===== src/rtl/source_handshake_ctrl_if.sv =====
// Bundles the producer-side valid/ready bus and the request/ack/data link towards the destination domain.
// The source controller takes the master view; the producer/destination environment takes the slave view.
interface source_handshake_ctrl_if #(
   parameter int DATA_WIDTH  = 8,
   parameter int COUNT_WIDTH = 16
);
   logic                   s_valid;
   logic [DATA_WIDTH-1:0]  s_data;
   logic                   s_ready;
   logic                   ack;
   logic                   request;
   logic [DATA_WIDTH-1:0]  d_out;
   logic                   done;
   logic                   timeout_err;
   logic [COUNT_WIDTH-1:0] xfer_count;

   modport master (
      input  s_valid, s_data, ack,
      output s_ready, request, d_out, done, timeout_err, xfer_count
   );

   modport slave (
      output s_valid, s_data, ack,
      input  s_ready, request, d_out, done, timeout_err, xfer_count
   );
endinterface


===== src/rtl/source_handshake_ctrl.sv =====
// Source half of a four-phase req/ack CDC handshake; request rises 2 edges after accept, falls SYNC_STAGES+1 edges after ack.
// s_ready is low (producer stalls) whenever a word is in flight or the synchronized ack is still high.
module source_handshake_ctrl #(
   parameter int DATA_WIDTH     = 8,
   parameter int SYNC_STAGES    = 2,
   parameter int TIMEOUT_CYCLES = 1024,
   parameter int COUNT_WIDTH    = 16
) (
   input  logic                   i_clk_s,
   input  logic                   i_rst,
   source_handshake_ctrl_if.master io_hs
);

   localparam int TW = (TIMEOUT_CYCLES > 1) ? $clog2(TIMEOUT_CYCLES) : 1;
   localparam bit TO_EN = (TIMEOUT_CYCLES != 0);
   localparam logic [TW-1:0] TO_LAST = TW'((TIMEOUT_CYCLES > 0) ? TIMEOUT_CYCLES - 1 : 0);

   typedef enum logic [1:0] {
      S_IDLE    = 2'd0,
      S_LOAD    = 2'd1,
      S_REQ     = 2'd2,
      S_RELEASE = 2'd3
   } state_t;

   state_t                 r_state;
   state_t                 w_state_nxt;
   logic [SYNC_STAGES-1:0] r_ack_sync;
   logic                   w_ack_sync;
   logic                   r_req;
   logic                   w_req_nxt;
   logic [DATA_WIDTH-1:0]  r_dout;
   logic [DATA_WIDTH-1:0]  w_dout_nxt;
   logic                   r_done;
   logic                   w_done_nxt;
   logic                   r_terr;
   logic                   w_terr_nxt;
   logic                   r_acked;
   logic                   w_acked_nxt;
   logic [TW-1:0]          r_tmr;
   logic [TW-1:0]          w_tmr_nxt;
   logic [COUNT_WIDTH-1:0] r_xfer_cnt;
   logic [COUNT_WIDTH-1:0] w_xfer_cnt_nxt;
   logic                   w_s_ready;

   // Only the last synchronizer stage is ever looked at; raw ack never reaches the FSM.
   assign w_ack_sync = r_ack_sync[SYNC_STAGES-1];
   assign w_s_ready  = (r_state == S_IDLE) && !w_ack_sync;

   always_ff @(posedge i_clk_s or posedge i_rst) begin
      if (i_rst) begin
         r_state    <= S_IDLE;
         r_ack_sync <= '0;
         r_req      <= 1'b0;
         r_dout     <= '0;
         r_done     <= 1'b0;
         r_terr     <= 1'b0;
         r_acked    <= 1'b0;
         r_tmr      <= '0;
         r_xfer_cnt <= '0;
      end else begin
         r_state    <= w_state_nxt;
         r_ack_sync <= {r_ack_sync[SYNC_STAGES-2:0], io_hs.ack};
         r_req      <= w_req_nxt;
         r_dout     <= w_dout_nxt;
         r_done     <= w_done_nxt;
         r_terr     <= w_terr_nxt;
         r_acked    <= w_acked_nxt;
         r_tmr      <= w_tmr_nxt;
         r_xfer_cnt <= w_xfer_cnt_nxt;
      end
   end

   always_comb begin
      w_state_nxt    = r_state;
      w_req_nxt      = r_req;
      w_dout_nxt     = r_dout;
      w_done_nxt     = 1'b0;
      w_terr_nxt     = r_terr;
      w_acked_nxt    = r_acked;
      w_tmr_nxt      = r_tmr;
      w_xfer_cnt_nxt = r_xfer_cnt;
      case (r_state)
         S_IDLE: begin
            if (io_hs.s_valid && w_s_ready) begin
               w_dout_nxt  = io_hs.s_data;
               w_state_nxt = S_LOAD;
            end
         end
         // One cycle of settled d_out before request is raised.
         S_LOAD: begin
            w_req_nxt   = 1'b1;
            w_tmr_nxt   = '0;
            w_state_nxt = S_REQ;
         end
         S_REQ: begin
            if (w_ack_sync) begin
               w_req_nxt   = 1'b0;
               w_acked_nxt = 1'b1;
               w_state_nxt = S_RELEASE;
            end else if (TO_EN && (r_tmr == TO_LAST)) begin
               w_req_nxt   = 1'b0;
               w_terr_nxt  = 1'b1;
               w_acked_nxt = 1'b0;
               w_state_nxt = S_RELEASE;
            end else begin
               w_tmr_nxt = r_tmr + TW'(1);
            end
         end
         S_RELEASE: begin
            if (!w_ack_sync) begin
               w_state_nxt = S_IDLE;
               if (r_acked) begin
                  w_done_nxt     = 1'b1;
                  w_xfer_cnt_nxt = r_xfer_cnt + COUNT_WIDTH'(1);
               end
            end
         end
         default: w_state_nxt = S_IDLE;
      endcase
   end

   assign io_hs.s_ready     = w_s_ready;
   assign io_hs.request     = r_req;
   assign io_hs.d_out       = r_dout;
   assign io_hs.done        = r_done;
   assign io_hs.timeout_err = r_terr;
   assign io_hs.xfer_count  = r_xfer_cnt;

endmodule


===== src/flat_wrapper.sv =====
// flat-port wrapper written by rule: the top's interface ports become plain ports
module source_handshake_ctrl_flat 
#(
   parameter int DATA_WIDTH     = 8,
   parameter int SYNC_STAGES    = 2,
   parameter int TIMEOUT_CYCLES = 1024,
   parameter int COUNT_WIDTH    = 16
)
  (i_clk_s, i_rst, io_hs_s_valid, io_hs_s_data, io_hs_ack, io_hs_s_ready, io_hs_request, io_hs_d_out, io_hs_done, io_hs_timeout_err, io_hs_xfer_count);
  source_handshake_ctrl_if #(.DATA_WIDTH(DATA_WIDTH), .COUNT_WIDTH(COUNT_WIDTH)) io_hs_i ();
  input  logic i_clk_s;
  input  logic i_rst;
  input wire logic [$bits(io_hs_i.s_valid)-1:0] io_hs_s_valid;
  input wire logic [$bits(io_hs_i.s_data)-1:0] io_hs_s_data;
  input wire logic [$bits(io_hs_i.ack)-1:0] io_hs_ack;
  output wire logic [$bits(io_hs_i.s_ready)-1:0] io_hs_s_ready;
  output wire logic [$bits(io_hs_i.request)-1:0] io_hs_request;
  output wire logic [$bits(io_hs_i.d_out)-1:0] io_hs_d_out;
  output wire logic [$bits(io_hs_i.done)-1:0] io_hs_done;
  output wire logic [$bits(io_hs_i.timeout_err)-1:0] io_hs_timeout_err;
  output wire logic [$bits(io_hs_i.xfer_count)-1:0] io_hs_xfer_count;
  assign io_hs_i.s_valid = io_hs_s_valid;
  assign io_hs_i.s_data = io_hs_s_data;
  assign io_hs_i.ack = io_hs_ack;
  assign io_hs_s_ready = io_hs_i.s_ready;
  assign io_hs_request = io_hs_i.request;
  assign io_hs_d_out = io_hs_i.d_out;
  assign io_hs_done = io_hs_i.done;
  assign io_hs_timeout_err = io_hs_i.timeout_err;
  assign io_hs_xfer_count = io_hs_i.xfer_count;
  source_handshake_ctrl #(.DATA_WIDTH(DATA_WIDTH), .SYNC_STAGES(SYNC_STAGES), .TIMEOUT_CYCLES(TIMEOUT_CYCLES), .COUNT_WIDTH(COUNT_WIDTH)) u_core (.i_clk_s(i_clk_s), .i_rst(i_rst), .io_hs(io_hs_i));
endmodule

===== config.mk =====
export PLATFORM = sky130hd
export DESIGN_NAME = source_handshake_ctrl_flat
export DESIGN_NICKNAME = d
export VERILOG_FILES = /design/src/rtl/source_handshake_ctrl_if.sv /design/src/rtl/source_handshake_ctrl.sv /design/src/flat_wrapper.sv
export SDC_FILE = /design/constraint.sdc
export NUM_CORES = 1
export LEC_CHECK = 0
export CAP_MARGIN = 20
export CORE_MARGIN = 3
export CORE_UTILIZATION = 35
export CTS_CLUSTER_SIZE = 28
export DETAILED_ROUTE_END_ITERATION = 10
export HOLD_SLACK_MARGIN = 0.03
export PLACE_DENSITY = 0.62
export SYNTH_ARGS = -nofsm -noshare
export SYNTH_HDL_FRONTEND = slang
export SYNTH_SLANG_ARGS = --single-unit

===== constraint.sdc =====
create_clock -name i_clk_s -period 2.3 [get_ports i_clk_s]
set_input_delay 0.46 -clock i_clk_s [delete_from_list [all_inputs] [get_ports i_clk_s]]
set_output_delay 0.46 -clock i_clk_s [all_outputs]
set_load 0.005 [all_outputs]

; After elaboration in Yosys (flattened, before gate mapping)
; Index checks and enable logic that the tools add are counted.
[word_totals]
reg_bits = 42
latchBits = 0
ram_bits = 0
romBits = 0
inputBits = 12
output_inout_bits = 28
n_memories = 0
[op_classes]
addsub = 2
mul = 0
div = 0
n_lt_le_gt_ge = 0
n_eq_ne = 9
shifts = 0
mux = 15
n_bitwise = 1
reduce_logical = 13
[ops]
columns = cell, count
row1 = 10-bit 2-to-1 mux, 2
row2 = 10-bit case mux with 2 select lines, 1
row3 = 16-bit by 1-bit adder with 16-bit output (second input constant), 1
row4 = 3-bit AND reduction, 4
row5 = 10-bit by 1-bit adder with 10-bit output (second input constant), 1
row6 = 10-bit equality test (second input constant), 1
row7 = 2-bit 2-to-1 mux, 4
row8 = 2-bit != test (second input constant), 4
row9 = 2-bit case mux with 4 select lines, 1
row10 = 1-bit 2-to-1 mux, 6
row11 = 2-bit AND reduction, 3
row12 = 2-bit equality test (second input constant), 2
row13 = 2-bit nonzero test, 2
row14 = 3-bit by 1-bit != test with 1-bit output (second input constant), 1
row15 = 2-bit by 1-bit equality test with 1-bit output (second input constant), 1
row16 = 1-bit logical AND, 2
row17 = 2-bit logical NOT, 1
row18 = 1-bit case mux with 2 select lines, 1
row19 = 1-bit logical NOT, 1
row20 = 1-bit inverter, 1

; Longest topological paths before layout
; Gate-level depths: netlist of run 1.
[depth]
depth_word = 5
ltp_mapped = 6

; Worst setup path before layout of run 1
; Ideal clock, no wire load.
[synth_path]
path_kind = register to register
start = register u_core.r_state[0]
end = register u_core.r_tmr[6]
arrival_ns = 1.420
required_ns = 2.176
setup_slack_ns = 0.756
path_stages_with_launch = 7
path_buffers = 0
period_less_slack_ns = 1.544
path_cell_list = dfrtp_1 -> inv_1 -> ha_1 -> nand2_1 -> inv_1 -> and4b_2 -> a211o_2
[synth_via]
elab_chain_cells = 3
[synth_lines]
columns = item, line_no
row1 = start: declaration, source_handshake_ctrl.sv:25  ; state_t r_state;
row2 = start signal: assignment, source_handshake_ctrl.sv:61  ; r_state <= w_state_nxt;
row3 = 2-bit equality test or 2-bit by 1-bit equality test with 1-bit output (tied branches), source_handshake_ctrl.sv:82  ; case (r_state)
row4 = 2-bit != test (no source line) or 2-bit nonzero test (tied branches), n/a
row5 = 3-bit AND reduction (no source line), n/a
row6 = end signal: assignment, source_handshake_ctrl.sv:68  ; r_tmr <= w_tmr_nxt;
row7 = end: declaration, source_handshake_ctrl.sv:39  ; logic [TW-1:0] r_tmr;
; Several ways; a longest one is shown, not always the timed one.
; A chain may end at the register's enable or synchronous reset.

; Worst setup path after layout of run 1
[layout_path]
start = register u_core.r_state[0]
end = output io_hs_s_ready
[layout_via]
elab_chain_cells = 2
[layout_lines]
columns = item, line_no
row1 = 2-bit logical NOT, source_handshake_ctrl.sv:47  ; assign w_s_ready = (r_state == S_IDLE) && !w_ack_sync;
row2 = 1-bit logical AND, source_handshake_ctrl.sv:47
row3 = end: declaration, flat_wrapper.sv:16  ; output wire logic [$bits(io_hs_i.s_ready)-1:0] io_hs_s_ready;
; Every way passes these cells.

==> results of run 1 <==
[layer usage]
layer	share of wire	global-route usage	vias up
li1	-	-	731
met1	0.48	0.175	712
met2	0.46	0.201	39
met3	0.052	0.0304	5
met4	0.011	0.0399	0
met5	0	0	-
[cells in the final DEF, fill, tap and decap left out, types with 2 or more instances in the layout]
cell type,n
dfrtp_1,42
clkdlybuf4s50_1,39
nand2_1,23
xnor2_1,12
nand3_1,10
inv_1,9
mux2_2,8
nor2_1,8
nor3_1,6
a21oi_1,6
ha_1,6
clkbuf_8,6
nand4_1,5
o21ai_0,4
and3_1,3
xor2_1,3
and4_1,2
and4_4,2
o211ai_1,2
or2_2,2
a31oi_1,2
buf_4,2
[logic make-up (layout without fill, tap and decap cells)]
kind of cell | after synthesis | in the layout | synth area share
fa+ha+maj | 6 | 6 | 0.0368
mux | 9 | 9 | 0.0491
simple gates | 67 | 67 | 0.182
xor+xnor | 15 | 15 | 0.0644
compound gates | 28 | 28 | 0.106
buf+inv | 14 | 58 | 0.0460
flops | 42 | 42 | 0.515
[worst paths after layout]
check,end,slack (ns),cells past startpoint
worst max-delay path,io_hs_s_ready,0.13,4
max in group asynchronous,u_core.r_tmr[6],1.35,3
worst min-delay path,u_core.r_ack_sync[1],0.35,0
worst min register to register,u_core.r_ack_sync[1],0.35,0
worst max register to register,u_core.r_tmr[6],0.53,6
min in group asynchronous,u_core.io_hs.xfer_count[11],0.60,3
[sequential cells by signal, indices dropped and copies added (netlist names)]
name / flops
u_core.io_hs.xfer_count: 16
u_core.r_state: 2
u_core.r_ack_sync: 2
u_core.io_hs.done: 1
u_core.io_hs.d_out: 8
u_core.io_hs.request: 1
u_core.io_hs.timeout_err: 1
u_core.r_tmr: 10
u_core.r_acked: 1
[area by class of cell]
type                    count  area, sq um  area share
repair buffers             41          405       0.158
inverters                   9         33.8      0.0131
flip-flops and latches     42         1050       0.409
clock inverters             2         12.5     0.00487
well taps                  72         90.1      0.0351
clock buffers               6         82.6      0.0321
multi-input cells         125          895       0.348
[worst max-delay path, stage by stage, from the launching register on]
cell and delay [ns]:
dfrtp_1 0.40, inv_1 0.12, ha_1 0.18, nor2b_1 0.19, clkdlybuf4s50_1 0.53
[where the power goes]
group / total, mW / leakage, nW / switching [mW] / internal [mW]
Sequential: 0.994 / 0.546 / 0.105 / 0.889
Clock: 0.494 / 0.0472 / 0.252 / 0.241
Combinational: 0.868 / 0.538 / 0.414 / 0.454
[metrics by stage]
stage                     worst slack, ns  std cells
after floorplan                     0.756        181
after global placement              0.502        289
after detailed placement            0.445        289
after CTS                           0.108        297
after global routing               0.0158        297
final                               0.128        297
==> reports/qor.yml, run 1 <==
status: "finished clean"
drv_slew: 0
syn_to_final_growth_pct: 26.0
synth_ff_type: "dfrtp_1"
ys_seq_area_frac: 0.515
hpwl_um: 2930
overflow: 0
cts_sinks: 42
ys_ff_latch: 42
drt_first_iter_violations: 107
max_freq_mhz: 460
tightest_slew_ns: 0.521
syn-cell-area_sq_um: 2040
period_share: 0.944
startpoint_type: "register"
grt_use_total: 0.128
die-area_sq_um: 6780
vias: 1487
crit_fanout: 3
cts_made_buffers: 5
cts_tree: "yes"
fin_hold_ws_ns: 0.355
cts_setup_buffers: 0
fin_crit_ns: 2.17
place_area_sq_um: 2470
layout-drive-gt1-share: 0.133
syn_inst: 181
cts-hold-fix-buffers: 0
finalSetupViolations: 0
antenna_found_initial: 0
synth.net_count: 199
htree_num_levels: 2
grt_max_degree: 43
cap_viol_max_count: 0
slew_headroom: 0.653
ys_types: 44
synth_edf_count: 0
worstSetupStartpoint: "u_core.r_state[0]"
grt_pass1_wl_um: 6660
synth_area_per_cell_sq_um: 11.3
synth_commonest_cells: "dfrtp_1, nand2_1, xnor2_1"
cp_data_required_time_ns: 1.84
fin_nets: 242
clockBufferDepth: 2
rows: 27
skew_ns: 0.00380
drc_errors: 0
fill_cells: 535
path_clk_slew_ns: 0.08
synth_top_area_frac: 0.515
end_kind: "output pin"
worstSetupPathType: "reg -> out"
synth.most_common_cell: "dfrtp_1"
initial_utilization: 0.366
synth_top_area_cell: "dfrtp_1"
die_w_um: 82.3
fin_setup_tns_ns: 0
avgRoutedWirePerCell_um: 13.6
p_per_area_nw_per_um2: 917
die_h_um: 82.3
vdd_drop_max_uv: 679
hold_viol: 0
diodes: 0
r2r-start: "u_core.r_state[0]"
yosysWarnings: 0
firstDrtPassIters: 4
hold_start: "u_core.r_ack_sync[0]"
cts_resized: 0
wl_um: 4030
async_reset_ff_frac: 1.00
final_area_sq_um: 2570
fin_util: 0.461
power.total_mw: 2.36
worst-endpoint-arrival_ns: 1.71
coreArea_sq_um: 5570
place.port_buffers: 39
p_leak_nw: 1.13
via_per_inst: 5.01
postRouteAntennaNets: 0
grt_pass1_vias: 1433
ys_top_cells_by_area: "dfrtp_1, xnor2_1, mux2_2"
insertion_delay_ns: 0.29
clockRootBuffer: "clkbuf_8"
rsz0062_at_grt: "no"
gp_congestion: 0.756
hold_class: "reg -> reg"
io_pins: 40
Note: power is estimated with default switching activity, not from simulation.
==> run 2, diff against run 1 <==
PLACE_DENSITY = 0.64   (was 0.62)
clock period = 1.9 ns   (was 2.3 ns; I/O delays follow)
==> reports/qor.yml, run 2 (synthesis results as in run 1) <==
r2r-start: "u_core.r_tmr[0]"
grt_pass1_wl_um: 6600
r2r_slack_ns: 0.17
die_h_um: 82.3
via_per_inst: 4.98
fin_nets: 249
met3_usage: 0.0228
worst-endpoint-arrival_ns: 1.37
cap_viol_max_count: 0
skew_ns: 0.00490
grt_use_met1: 0.178
hold_class: "reg -> reg"
grt_pass1_vias: 1424
p_leak_nw: 1.18
coreArea_sq_um: 5570
layout_common_cells: "dfrtp_1, clkdlybuf4s50_1, nand2_1, xnor2_1, nand3_1"
drc_errors: 0
final_common_cell: "dfrtp_1"
clockBufferDepth: 2
antenna_found_initial: 0
cp_data_required_time_ns: 1.52
io_pins: 40
rr_endpoint: "u_core.r_tmr[0]"
clockRootBuffer: "clkbuf_8"
dpl.cell_count: 294
drv_slew: 0
hpwl_um: 2960
overflow: 0
end_kind: "output pin"
hold_end: "u_core.r_ack_sync[1]"
rows: 27
firstDrtPassIters: 4
worstSetupPathType: "reg -> out"
max_freq_mhz: 571
finalSetupViolations: 0
p_per_area_nw_per_um2: 1150
grt_max_degree: 43
ff2ff_path_depth: 5
whs_path_depth: 0
use_met2: 0.198
hold_viol: 0
fin_cells: 304
path_clk_slew_ns: 0.08
gp_congestion: 0.774
final_area_sq_um: 2650
busiest_layer: "met2"
period_share: 0.921
status: "finished clean"
vias: 1513
place_area_sq_um: 2520
largest_register_ffs: 16
fill_cells: 514
die_w_um: 82.3
crit_fanout: 3
cts_tree: "yes"
insertion_delay_ns: 0.29
layout-drive-gt1-share: 0.159
die-area_sq_um: 6780
hold_start: "u_core.r_ack_sync[0]"
cts_sinks: 42
postRouteAntennaNets: 0
avgRoutedWirePerCell_um: 13.5
grt_use_total: 0.127
slew_headroom: 0.727
place.port_buffers: 39
initial_utilization: 0.366
fin_setup_tns_ns: 0
htree_num_levels: 2
cts_made_buffers: 5
rsz0062_at_grt: "no"
drt_first_iter_violations: 116
startpoint_type: "register"
tightest_slew_ns: 0.406
diodes: 0
syn_to_final_growth_pct: 30.0
fin_crit_ns: 1.75
wl_um: 4110
vdd_drop_max_uv: 886
[run 2: worst max-delay path, stage by stage, from the launching register on]
cell and delay (ns):
dfrtp_1 0.39, inv_1 0.10, ha_1 0.18, nor2b_2 0.16, dlygate4sd2_1 0.25
[run 2: routing by layer]
| layer | vias up | part of all wire | wire length [um] |
|---|---|---|---|
| li1 | 744 | - | - |
| met1 | 736 | 0.48 | 1990 |
| met2 | 28 | 0.47 | 1930 |
| met3 | 5 | 0.039 | 159 |
| met4 | 0 | 0.0075 | 31 |
| met5 | - | 0 | 0 |
[run 2: timing repair]
action	4_1_cts	5_1_grt
resized for setup	2	0
endpoints found under the hold margin	0	0
endpoints found under the setup margin	1	0
hold buffers	0	0
setup buffers	2	0
[run 2: how the worst max path moves through the flow]
stage / depth (start not counted) / slack, ns / to / start
finish: 4 / 0.15 / io_hs_s_ready / u_core.r_state[0]
floorplan: 6 / 0.36 / u_core.r_tmr[6] / u_core.r_state[0]
global placement: 4 / 0.18 / io_hs_s_ready / u_core.r_state[0]
global route: 4 / 0.06 / io_hs_s_ready / u_core.r_state[0]
detailed placement: 4 / 0.14 / io_hs_s_ready / u_core.r_state[0]
CTS: 4 / 0.16 / io_hs_s_ready / u_core.r_state[0]
[run 2: layout make-up]
class / count / area (sq um) / share of cell area
well taps: 72 / 90.1 / 0.0340
inverters: 9 / 33.8 / 0.0127
multi-input cells: 125 / 897 / 0.338
repair buffers: 48 / 469 / 0.177
clock buffers: 6 / 72.6 / 0.0274
flip-flops and latches: 42 / 1050 / 0.396
clock inverters: 2 / 37.5 / 0.0142
[run 2: power breakdown]
| part | total [mW] | internal, mW | leakage [nW] | switching [mW] |
|---|---|---|---|---|
| clock | 0.701 | 0.392 | 0.0514 | 0.309 |
| sequential | 1.19 | 1.08 | 0.546 | 0.118 |
| combinational | 1.15 | 0.614 | 0.581 | 0.540 |
[run 2: metrics by stage]
stage          setup WS [ns]  power (mW)  hold slack [ns]   util
5_1_grt               0.0598        3.26            0.370  0.476
2_1_floorplan          0.356        1.84            0.331      -
6_report               0.150        3.05            0.359  0.476
3_5_place_dp           0.139        2.35            0.347  0.453
4_1_cts                0.156        3.08            0.367  0.476
3_3_place_gp           0.181        2.32            0.336  0.453
==> run 3, diff against run 2 <==
PLACE_DENSITY = 0.62   (was 0.64)
clock period = 2.3 ns   (was 1.9 ns; I/O delays follow)
==> results of run 3 <==
Same layout as run 1: the final DEF is identical, and so are final timing and power.
